[config.mk]
export PLATFORM = sky130hd
export DESIGN_NAME = seq_mag_compare
export DESIGN_NICKNAME = d
export VERILOG_FILES = /design/src/rtl/seq_mag_compare.sv
export SDC_FILE = /design/constraint.sdc
export NUM_CORES = 1
export LEC_CHECK = 0
export BUFFER_PORTS_ARGS = -buffer_cell sky130_fd_sc_hd__buf_4
export CAP_MARGIN = 20
export CORE_ASPECT_RATIO = 0.9
export CORE_UTILIZATION = 50
export CTS_CLUSTER_DIAMETER = 30
export DETAILED_ROUTE_END_ITERATION = 8
export GPL_TIMING_DRIVEN = 0
export PLACE_DENSITY = 0.74
export REMOVE_ABC_BUFFERS = 1
export SYNTH_ARGS = -nofsm -noshare
export SYNTH_HDL_FRONTEND = slang
export SYNTH_SLANG_ARGS = --single-unit
[constraint.sdc]
create_clock -name clk -period 6.05 [get_ports clk]
set_clock_uncertainty 0.05 [all_clocks]
set_input_delay 0.605 -clock clk [delete_from_list [all_inputs] [get_ports clk]]
set_output_delay 0.605 -clock clk [all_outputs]
set_load 0.02 [all_outputs]
[src/rtl/seq_mag_compare.sv]
// -----------------------------------------------------------------------------
// seq_mag_compare
//
// Sequential wide-word magnitude comparator using HC85 cascade semantics.
// The two operands are walked one nibble per clock, least significant nibble
// first. Each nibble compare either overrides the running 3-bit result
// (when the nibbles differ) or lets it pass through unchanged (when equal).
// The most significant nibble is evaluated last, so it has the final say,
// exactly as in a chain of combinational HC85 stages.
//
// Parameters:
//   WIDTH   operand width in bits (multiple of 4, at least 4)
//
// Ports:
//   clk     system clock, rising edge active
//   rst_n   asynchronous active-low reset
//   start   operation request, only sampled while idle
//   data_a  operand A, captured when start is accepted
//   data_b  operand B, captured when start is accepted
//   cas_in  cascade input {gt,eq,lt}, normalised and captured with operands
//   busy    high while nibble steps are in progress
//   done    one-cycle pulse when q carries a fresh result
//   q       result {gt,eq,lt}; held until the next result or reset
// -----------------------------------------------------------------------------
module seq_mag_compare #(
    parameter int WIDTH = 16
) (
    input  logic             clk,
    input  logic             rst_n,
    input  logic             start,
    input  logic [WIDTH-1:0] data_a,
    input  logic [WIDTH-1:0] data_b,
    input  logic [2:0]       cas_in,
    output logic             busy,
    output logic             done,
    output logic [2:0]       q
);

    localparam int NIB   = WIDTH / 4;
    localparam int IDX_W = (NIB > 1) ? $clog2(NIB) : 1;

    localparam logic [1:0] ST_IDLE = 2'd0;
    localparam logic [1:0] ST_RUN  = 2'd1;
    localparam logic [1:0] ST_DONE = 2'd2;

    // HC85 treatment of the cascade inputs: any code with eq set reads as
    // equal; the two "impossible" codes 000 and 101 map onto each other.
    function automatic logic [2:0] norm_cascade(input logic [2:0] cas);
        logic [2:0] res;
        if (cas[1]) begin
            res = 3'b010;
        end else begin
            case ({cas[2], cas[0]})
                2'b10:   res = 3'b100;
                2'b01:   res = 3'b001;
                2'b00:   res = 3'b101;
                2'b11:   res = 3'b000;
                default: res = 3'b010;
            endcase
        end
        return res;
    endfunction

    // One HC85 nibble stage: a difference overrides, equality passes through.
    function automatic logic [2:0] nibble_step(
        input logic [2:0] acc,
        input logic [3:0] a_nib,
        input logic [3:0] b_nib
    );
        logic [2:0] res;
        if (a_nib > b_nib) begin
            res = 3'b100;
        end else if (a_nib < b_nib) begin
            res = 3'b001;
        end else begin
            res = acc;
        end
        return res;
    endfunction

    logic [1:0]       state_r;
    logic [IDX_W-1:0] idx_r;
    logic [WIDTH-1:0] a_r;
    logic [WIDTH-1:0] b_r;
    logic [2:0]       acc_r;
    logic             busy_r;
    logic             done_r;
    logic [2:0]       q_r;

    logic [3:0]       a_nib_s;
    logic [3:0]       b_nib_s;
    logic [2:0]       step_acc_s;
    logic             last_step_s;

    // Select the current nibble of each latched operand and compute the step.
    always_comb begin
        a_nib_s     = 4'(a_r >> {idx_r, 2'b00});
        b_nib_s     = 4'(b_r >> {idx_r, 2'b00});
        step_acc_s  = nibble_step(acc_r, a_nib_s, b_nib_s);
        last_step_s = (idx_r == IDX_W'(NIB - 1));
    end

    // Control FSM, operand/accumulator capture and registered outputs.
    // q and done are loaded on the edge that leaves the final RUN step, so
    // they are both valid throughout the single DONE cycle.
    always_ff @(posedge clk or negedge rst_n) begin
        if (!rst_n) begin
            state_r <= ST_IDLE;
            idx_r   <= '0;
            a_r     <= '0;
            b_r     <= '0;
            acc_r   <= 3'b000;
            busy_r  <= 1'b0;
            done_r  <= 1'b0;
            q_r     <= 3'b000;
        end else begin
            case (state_r)
                ST_IDLE: begin
                    done_r <= 1'b0;
                    if (start) begin
                        a_r     <= data_a;
                        b_r     <= data_b;
                        acc_r   <= norm_cascade(cas_in);
                        idx_r   <= '0;
                        busy_r  <= 1'b1;
                        state_r <= ST_RUN;
                    end else begin
                        state_r <= ST_IDLE;
                    end
                end
                ST_RUN: begin
                    acc_r <= step_acc_s;
                    if (last_step_s) begin
                        idx_r   <= '0;
                        busy_r  <= 1'b0;
                        done_r  <= 1'b1;
                        q_r     <= step_acc_s;
                        state_r <= ST_DONE;
                    end else begin
                        idx_r   <= idx_r + IDX_W'(1);
                        state_r <= ST_RUN;
                    end
                end
                ST_DONE: begin
                    done_r  <= 1'b0;
                    busy_r  <= 1'b0;
                    state_r <= ST_IDLE;
                end
                default: begin
                    busy_r  <= 1'b0;
                    done_r  <= 1'b0;
                    idx_r   <= '0;
                    state_r <= ST_IDLE;
                end
            endcase
        end
    end

    assign busy = busy_r;
    assign done = done_r;
    assign q    = q_r;

endmodule

==> results of run 1 <==
logic make-up (layout without fill, tap and decap cells):
kind of cell / after synthesis / in the layout / share of synthesized area
DFF: 44 / 44 / 0.527
muxes: 41 / 41 / 0.265
and+or+nand+nor: 30 / 30 / 0.0766
AOI/OAI and AO/OA: 16 / 16 / 0.0539
buffers and inverters: 14 / 57 / 0.0473
adders and majority gates: 5 / 5 / 0.0299
layer usage:
layer,routed length (um),global-route usage,part of all wire,vias to the layer above
li1,-,-,-,623
met1,1600,0.228,0.45,658
met2,1740,0.306,0.48,39
met3,144,0.0352,0.040,10
met4,104,0.105,0.029,0
met5,0,0,0,-
synth_stat cells (all sizes together):
| master | n |
|---|---|
| o21bai | 1 |
| buf | 6 |
| o211ai | 1 |
| nand2 | 10 |
| nand2b | 3 |
| dfrtp | 44 |
| nor2 | 11 |
| o311ai | 1 |
| nor2b | 2 |
| a2bb2oi | 1 |
| inv | 7 |
| o32ai | 1 |
| ha | 5 |
| mux4 | 8 |
| mux2 | 32 |
| clkbuf | 1 |
| o31ai | 4 |
| a22oi | 1 |
| o21ai | 2 |
| nor3 | 1 |
| a21oi | 3 |
| mux2i | 1 |
| and2b | 2 |
| and2 | 1 |
| a22o | 1 |
metrics by stage:
| step | power, mW | worst slack [ns] | std cells |
|---|---|---|---|
| after floorplan | 0.982 | 3.79 | 143 |
| after global placement | 1.11 | 3.54 | 231 |
| after detailed placement | 1.14 | 3.48 | 231 |
| after CTS | 1.33 | 3.47 | 239 |
| after global routing | 1.43 | 3.34 | 239 |
| final | 1.32 | 3.48 | 239 |
where the power goes:
part | total (mW) | switching, mW | internal, mW
logic | 0.581 | 0.248 | 0.333
clock network | 0.187 | 0.0944 | 0.0931
registers | 0.549 | 0.111 | 0.439
final cells by class:
cell class | instances | area [um2]
Sequential cell | 44 | 1100
Multi-Input combinational cell | 92 | 890
Clock buffer | 8 | 90.1
Tap cell | 46 | 57.6
Fill cell | 307 | 1380
Timing Repair Buffer | 42 | 315
Inverter | 7 | 26.3
flip-flops by register name, summed over array words and instances, names as in the netlist:
signal   flops
state_r      2
busy         1
b_r         16
idx_r        2
done         1
q            3
acc_r        3
a_r         16
critical path, cell delays in order (launching register included):
cell and delay (ns):
dfrtp_1 0.73, mux4_2 0.58, ha_1 0.31, nand2_1 0.11, o21bai_1 0.20, and2_1 0.20, o31ai_1 0.28
how the worst max path moves through the flow:
stage / start / end / slack [ns] / cells after the start
2_1_floorplan: idx_r[0]$_DFFE_PN0P_ / acc_r[2]$_DFFE_PN0P_ / 3.79 / 6
3_3_place_gp: idx_r[0]$_DFFE_PN0P_ / acc_r[2]$_DFFE_PN0P_ / 3.54 / 6
3_5_place_dp: idx_r[0]$_DFFE_PN0P_ / acc_r[1]$_DFFE_PN0P_ / 3.48 / 6
4_1_cts: idx_r[0]$_DFFE_PN0P_ / acc_r[1]$_DFFE_PN0P_ / 3.47 / 6
5_1_grt: idx_r[0]$_DFFE_PN0P_ / q[1]$_DFFE_PN0P_ / 3.34 / 6
6_report: idx_r[0]$_DFFE_PN0P_ / acc_r[1]$_DFFE_PN0P_ / 3.48 / 6
==> qor.yml, run 1 <==
floorplanning:
  dieArea_um2: 4440
  fp.dieH_um: 63.3
  ios: 43
  start_util: 0.541
  placementRows: 21
  core_area_um2: 3860
  dieWidth_um: 70.1
logic_synthesis:
  synth_seq_cells: 44
  ys_warn_count: 0
  yosysSeqAreaShare: 0.527
  yosys-top-cells-area: "dfrtp_1 53%, mux2_2 16%, mux4_2 8.6%"
  post-synth-top-area-cell: "dfrtp_1"
  synthCells: 150
  syn-mean-instance-area_um2: 13.9
  ys_types: 32
  synth_top_area_frac: 0.527
  syn_area_um2: 2090
outcome:
  status: "complete, no violations"
global_route:
  grt_pass1_vias: 1408
  antenna_found_initial: 0
  grt_max_degree: 45
  grt_use_total: 0.185
  grt_pass1_wl_mm: 6.24
  gr-total-overflow: 0
worst_setup_path:
  crit_path_end_kind: "register"
  r2r_cells: 6
  worstReg2RegEnd: "acc_r[1]$_DFFE_PN0P_"
  cp_max_fo: 11
  r2r_slack_ns: 3.48
  crit_path_start_kind: "register"
  worstSetupPathType: "reg -> reg"
  critPathRequiredTime_ns: 6.19
  regToRegStartpoint: "idx_r[0]$_DFFE_PN0P_"
  crit_arrival_ns: 2.71
job:
  maxCapViolCount: 0
sta:
  finalSetupViolCount: 0
  maxSlewViolCount: 0
  worst_pin_slew_ns: 0.599
  finalSetupTns_ns: 0
  rsz0062_at_grt: "no"
  hold_violations: 0
  hold_ws_ns: 0.234
  slew_headroom: 0.601
  fin_crit_ns: 2.57
  period_share: 0.424
  fmax_mhz: 390
final_layout:
  syn_to_final_growth_pct: 18.7
  drive_above_1_share: 0.461
  utilization: 0.642
  final_common_cell: "dfrtp_1"
  final_cell_mix: "44 x dfrtp_1, 42 x buf_4, 30 x mux2_2, 10 x nand2_1, 10 x nor2_1"
  nNetsFinal: 235
  finish.instance_area_um2: 2480
  n_antenna_cell: 0
power_and_ir_drop:
  peakVddDrop_mv: 0.212
  power.leakage_nw: 1.14
  p_per_area_nw_per_um2: 531
clock_network:
  cts-root-buf: "clkbuf_8"
  cts.sinks: 44
  clkSlewWorstSetupHoldPaths_ns: 0.08
  numCtsBuffers: 5
  post_cts_resized: 0
  cts_tree: "built"
  clk_latency_ns: 0.30
  cts_setup_buffers: 0
  htree_levels: 2
  cts_hold_buf: 0
  cts_max_path_buffers: 2
min_path:
  hold_path.class: "in -> async"
placement:
  place_area_um2: 2390
  io_buffers: 42
  gp_congestion: 0.782
  dp_hpwl_mm: 2.63
route:
  firstDrtPassIters: 4
  wire_per_inst_um: 15.0
  via_count: 1330
  postRouteAntennaNets: 0
  drt_iter0_drc: 54
  via_per_inst: 5.56
  drc: 0
  drt-total-wl_mm: 3.60
No activity file was read; power rests on OpenSTA's default activity.
==> run 2, diff against run 1 <==
==> constraint.sdc (replaced) <==
create_clock -name clk -period 2.55 [get_ports clk]
set_clock_uncertainty 0.05 [all_clocks]
set_input_delay 0.255 -clock clk [delete_from_list [all_inputs] [get_ports clk]]
set_output_delay 0.255 -clock clk [all_outputs]
set_load 0.02 [all_outputs]
==> qor.yml, run 2 (synthesis gave the netlist of run 1 again) <==
worst_setup_path:
  worstSetupPathType: "reg -> reg"
  crit_arrival_ns: 2.52  # -0.19 ns
  crit_path_end_kind: "register"
  cp_max_fo: 11  # unchanged
  crit_path_start_kind: "register"
  critPathRequiredTime_ns: 2.70  # -3.49 ns
  r2r_cells: 6  # unchanged
  cp-startpoint: "idx_r[0]$_DFFE_PN0P_"
  regToRegStartpoint: "idx_r[0]$_DFFE_PN0P_"
  r2r_slack_ns: 0.17  # -3.31 ns
  worstReg2RegEnd: "acc_r[1]$_DFFE_PN0P_"
  crit_path_end: "acc_r[1]$_DFFE_PN0P_"
floorplanning:
  start_util: 0.541  # unchanged
  dieWidth_um: 70.1  # unchanged
  placementRows: 21  # unchanged
  fp.dieH_um: 63.3  # unchanged
  ios: 43  # unchanged
  dieArea_um2: 4440  # unchanged
  core_area_um2: 3860  # unchanged
placement:
  io_buffers: 42  # unchanged
  place_area_um2: 2390  # unchanged
  dp.cells: 231  # unchanged
  gp_congestion: 0.782  # unchanged
  dp_hpwl_mm: 2.63  # unchanged
clock_network:
  cts_max_path_buffers: 2  # unchanged
  htree_levels: 2  # unchanged
  clk_latency_ns: 0.30  # about the same
  cts_tree: "built"
  clkSlewWorstSetupHoldPaths_ns: 0.08  # about the same
  cts-root-buf: "clkbuf_8"
  numCtsBuffers: 5  # unchanged
  cts.sinks: 44  # unchanged
  cts_setup_buffers: 0  # unchanged
final_layout:
  nNetsFinal: 236  # +0.43%
  syn_to_final_growth_pct: 19.2
  final_cell_mix: "43 x dfrtp_1, 42 x buf_4, 30 x mux2_2, 10 x nand2_1, 10 x nor2_1"
  n_antenna_cell: 0  # unchanged
  finish.instance_area_um2: 2490  # +0.45%
  final_common_cell: "dfrtp_1"
  stdcell_count: 240  # +0.42%
  top_regs: "a_r: 16 flops, b_r: 16 flops"
  drive_above_1_share: 0.464  # +0.00278
global_route:
  gr-total-overflow: 0  # unchanged
  grt_use_total: 0.186  # +0.000696
  grt_pass1_vias: 1420  # +0.85%
  grt_max_degree: 45  # unchanged
  antenna_found_initial: 0  # unchanged
  grt_pass1_wl_mm: 6.27  # +0.45%
route:
  drt_iter0_drc: 60  # +11%
  firstDrtPassIters: 4  # unchanged
  drt-total-wl_mm: 3.61  # +0.39%
  postRouteAntennaNets: 0  # unchanged
  via_count: 1335  # +0.38%
  drc: 0  # unchanged
  wire_per_inst_um: 15.0  # about the same
  via_per_inst: 5.56  # about the same
min_path:
  hold_path.class: "in -> reg"
sta:
  period_share: 0.933  # +0.509
  slew_headroom: 0.639  # +0.0377
  finalSetupViolCount: 0  # unchanged
  maxSlewViolCount: 0  # unchanged
  rsz0062_at_grt: "no"
  fin_crit_ns: 2.38  # -0.186 ns
  finalSetupTns_ns: 0  # unchanged
  worst_pin_slew_ns: 0.542  # -0.0566 ns
  fmax_mhz: 420  # +7.8%
  hold_violations: 0  # unchanged
power_and_ir_drop:
  p_sw_mw: 1.08  # +140%
  power.leakage_nw: 1.14  # +0.27%
  finalPower_mw: 3.13  # +140%
  p_seq_frac: 0.417  # about the same
  p_per_area_nw_per_um2: 1260  # +140%
  combPwrFrac: 0.441  # about the same
  swShare: 0.344  # about the same
  peakVddDrop_mv: 0.503  # +140%
  intPower_mw: 2.05  # +140%
  p_clk_frac: 0.142  # about the same
job:
  maxCapViolCount: 0  # unchanged
outcome:
  status: "complete, no violations"
-- run 2: cell count changes in the layout (fill, tap and decap cells not counted) --
cell / change
dlygate4sd3_1: +1
dfrtp_1: -1
dfrtp_2: +1
-- run 2: worst min-delay path by stage --
| stage | from | end | slack (ns) | cells after the start |
|---|---|---|---|---|
| finish | data_a[13] | a_r[13]$_DFFE_PN0P_ | 0.13 | 2 |
| global route | data_a[5] | a_r[5]$_DFFE_PN0P_ | 0.12 | 2 |
| CTS | data_a[13] | a_r[13]$_DFFE_PN0P_ | 0.13 | 2 |
| detailed placement | rst_n | a_r[4]$_DFFE_PN0P_ | 0.23 | 1 |
| global placement | rst_n | a_r[4]$_DFFE_PN0P_ | 0.21 | 1 |
| floorplan | rst_n | a_r[0]$_DFFE_PN0P_ | -0.09 | 0 |
-- run 2: area by class of cell --
type,count,area [um2]
inverters,7,26.3
clock buffers,8,90.1
well taps,46,57.6
fillers,305,1370
repair buffers,43,325
multi-input cells,92,890
flip-flops and latches,44,1100
-- run 2: critical path: stages, from the launching register on --
cell,delay (ns)
dfrtp_2,0.57
mux4_2,0.55
ha_1,0.31
nand2_1,0.11
o21bai_1,0.20
and2_1,0.20
o31ai_1,0.28
-- run 2: power by group through the flow --
stage | sequential [mW] | clock (mW) | combinational (mW)
6_report | 1.31 | 0.445 | 1.38
5_1_grt | 1.36 | 0.494 | 1.54
4_1_cts | 1.31 | 0.457 | 1.40
3_5_place_dp | 1.32 | 0 | 1.39
3_3_place_gp | 1.29 | 0 | 1.34
2_1_floorplan | 1.27 | 0 | 1.06
-- run 2: timing repair --
action | CTS | global route
endpoints found under the setup margin | 2 | 0
hold endpoints to repair | 44 | 0
hold buffers | 1 | 0
resized for setup | 1 | 0
-- run 2: metrics by stage --
| step | utilization | hold slack (ns) | setup WS [ns] |
|---|---|---|---|
| 2_1_floorplan | - | -0.0906 | 0.292 |
| 3_3_place_gp | 0.619 | 0.213 | 0.0390 |
| 3_5_place_dp | 0.619 | 0.228 | -0.0193 |
| 4_1_cts | 0.645 | 0.128 | 0.163 |
| 5_1_grt | 0.645 | 0.122 | 0.0575 |
| 6_report | 0.645 | 0.127 | 0.171 |
-- run 2: layer usage --
metal | vias to the layer above | track usage | part of all wire
li1 | 625 | - | -
met1 | 661 | 0.228 | 0.44
met2 | 39 | 0.309 | 0.49
met3 | 10 | 0.0352 | 0.040
met4 | 0 | 0.105 | 0.029
met5 | - | 0 | 0
==> run 3, diff against run 2 <==
--- a/config.mk
+++ b/config.mk
@@ -6,8 +6,7 @@
 export NUM_CORES = 1
 export LEC_CHECK = 0
 export BUFFER_PORTS_ARGS = -buffer_cell sky130_fd_sc_hd__buf_4
-export CAP_MARGIN = 20
-export CORE_ASPECT_RATIO = 0.9
+export CAP_MARGIN = 25
 export CORE_UTILIZATION = 50
 export CTS_CLUSTER_DIAMETER = 30
 export DETAILED_ROUTE_END_ITERATION = 8
==> qor.yml, run 3 (synthesis gave the netlist of run 1 again) <==
power_and_ir_drop:
  peakVddDrop_mv: 0.672  # +34%
  power.leakage_nw: 1.15  # +0.48%
  p_per_area_nw_per_um2: 1250  # -0.85%
  finalPower_mw: 3.11  # -0.55%
global_route:
  grt_max_degree: 45  # unchanged
  grt_pass1_wl_mm: 6.27  # unchanged
  grt_use_total: 0.194  # +0.00791
  grt_pass1_vias: 1391  # -2.0%
  gr-total-overflow: 0  # unchanged
  antenna_found_initial: 0  # unchanged
floorplanning:
  ios: 43  # unchanged
  start_util: 0.522  # -0.0186
  core_area_um2: 4000  # +3.6%
  fp.dieH_um: 66.6  # +5.2%
  dieWidth_um: 66.6  # -5.0%
  placementRows: 23  # +9.5%
  dieArea_um2: 4440  # about the same
worst_setup_path:
  crit_path_start_kind: "register"
  crit_slowest_cell: "dfrtp_2"
  critPathMaxStageDelay_ns: 0.58  # about the same
  crit_arrival_ns: 2.44  # -0.08 ns
  worstSetupPathType: "reg -> reg"
  cp_cell_sequence: "mux4_2 > ha_1 > nand2_1 > o21bai_1 > and2_1 > o311ai_1"
  crit_path_end_kind: "register"
  cp_max_fo: 11  # unchanged
  critPathRequiredTime_ns: 2.70  # about the same
clock_network:
  cts_setup_buffers: 0  # unchanged
  cts_tree: "built"
  cts.sinks: 44  # unchanged
  numCtsBuffers: 5  # unchanged
  cts-root-buf: "clkbuf_8"
  clkSlewWorstSetupHoldPaths_ns: 0.08  # about the same
  htree_levels: 2  # unchanged
  cts_max_path_buffers: 2  # unchanged
  clk_latency_ns: 0.29  # about the same
final_layout:
  final_cell_mix: "43 x dfrtp_1, 42 x buf_4, 30 x mux2_2, 10 x nand2_1, 10 x nor2_1"
  top_regs: "a_r: 16 flops, b_r: 16 flops"
  drive_above_1_share: 0.474  # +0.0103
  syn_to_final_growth_pct: 19.6
  final_common_cell: "dfrtp_1"
  n_antenna_cell: 0  # unchanged
  nNetsFinal: 236  # unchanged
min_path:
  hold_path.class: "in -> reg"
sta:
  finalSetupTns_ns: 0  # unchanged
  hold_violations: 0  # unchanged
  period_share: 0.900  # -0.0332
  finalSetupViolCount: 0  # unchanged
  fmax_mhz: 436  # +3.7%
  hold_ws_ns: 0.136  # +0.00927 ns
  slew_headroom: 0.631  # -0.00771
  worst_pin_slew_ns: 0.554  # +0.0116 ns
  rsz0062_at_grt: "no"
  fin_crit_ns: 2.29  # -0.0846 ns
  maxSlewViolCount: 0  # unchanged
placement:
  io_buffers: 42  # unchanged
  gp_congestion: 0.793  # +1.4%
  dp_hpwl_mm: 2.63  # about the same
route:
  wire_per_inst_um: 14.7  # -2.0%
  via_count: 1298  # -2.8%
  firstDrtPassIters: 4  # unchanged
  drt-total-wl_mm: 3.59  # -0.42%
  via_per_inst: 5.32  # -4.4%
  drc: 0  # unchanged
  postRouteAntennaNets: 0  # unchanged
  drt_iter0_drc: 57  # -5.0%
outcome:
  status: "complete, no violations"
job:
  maxCapViolCount: 0  # unchanged
[run 3: changes by cell type in the layout (fill, tap and decap cells not counted)]
cell,before,now
clkbuf_1,2,0
clkinv_2,0,2
[run 3: report_power, final]
part	total [mW]	leakage, nW	internal, mW	switching (mW)
sequential	1.30	0.528	1.04	0.259
clock	0.442	0.0510	0.216	0.226
combinational	1.37	0.568	0.796	0.574
total	3.11	1.15	2.05	1.06
[run 3: final cells by class]
type                    instances  area (um2)
clock inverters                 2        10.0
repair buffers                 43         325
inverters                       7        26.3
well taps                      50        62.6
flip-flops and latches         44        1100
fillers                       320        1500
clock buffers                   6        82.6
multi-input cells              92         890
[run 3: worst paths after layout]
path	startpoint	slack [ns]	end	cells after the start
worst max-delay path	idx_r[0]$_DFFE_PN0P_	0.26	acc_r[2]$_DFFE_PN0P_	6
worst min-delay path	data_a[13]	0.14	a_r[13]$_DFFE_PN0P_	2
worst max register to register	idx_r[0]$_DFFE_PN0P_	0.26	acc_r[2]$_DFFE_PN0P_	6
worst min register to register	q[1]$_DFFE_PN0P_	0.44	q[1]$_DFFE_PN0P_	2
max in group asynchronous	rst_n	1.62	idx_r[0]$_DFFE_PN0P_	2
min in group asynchronous	rst_n	0.43	a_r[9]$_DFFE_PN0P_	2
[run 3: repair_timing]
| item | in CTS | in global routing |
|---|---|---|
| hold endpoints to repair | 44 | 0 |
| endpoints found under the setup margin | 0 | 6 |
| gates resized for setup | 0 | 1 |
| hold buffers | 1 | 0 |
[run 3: critical path: cells and delay by family, from the launching register on]
| kind | cells | cell delay (ns) |
|---|---|---|
| fa+ha+maj | 1 | 0.31 |
| simple gates | 2 | 0.27 |
| flops | 1 | 0.58 |
| mux | 1 | 0.55 |
| compound gates | 2 | 0.43 |
[run 3: through the flow]
step,util,worst slack [ns],std cells,instance area [um2]
2_1_floorplan,-,0.292,143,2020
3_3_place_gp,0.599,0.0288,235,2390
3_5_place_dp,0.599,0.0364,235,2390
4_1_cts,0.624,0.0175,244,2500
5_1_grt,0.625,0.0940,244,2500
6_report,0.625,0.255,244,2500
[run 3: layer usage]
layer  vias to the layer above  share of wire  track usage
li1                        618              -            -
met1                       648           0.45        0.235
met2                        30           0.50        0.319
met3                         2          0.038       0.0634
met4                         0         0.0064       0.0745
met5                         -              0            0
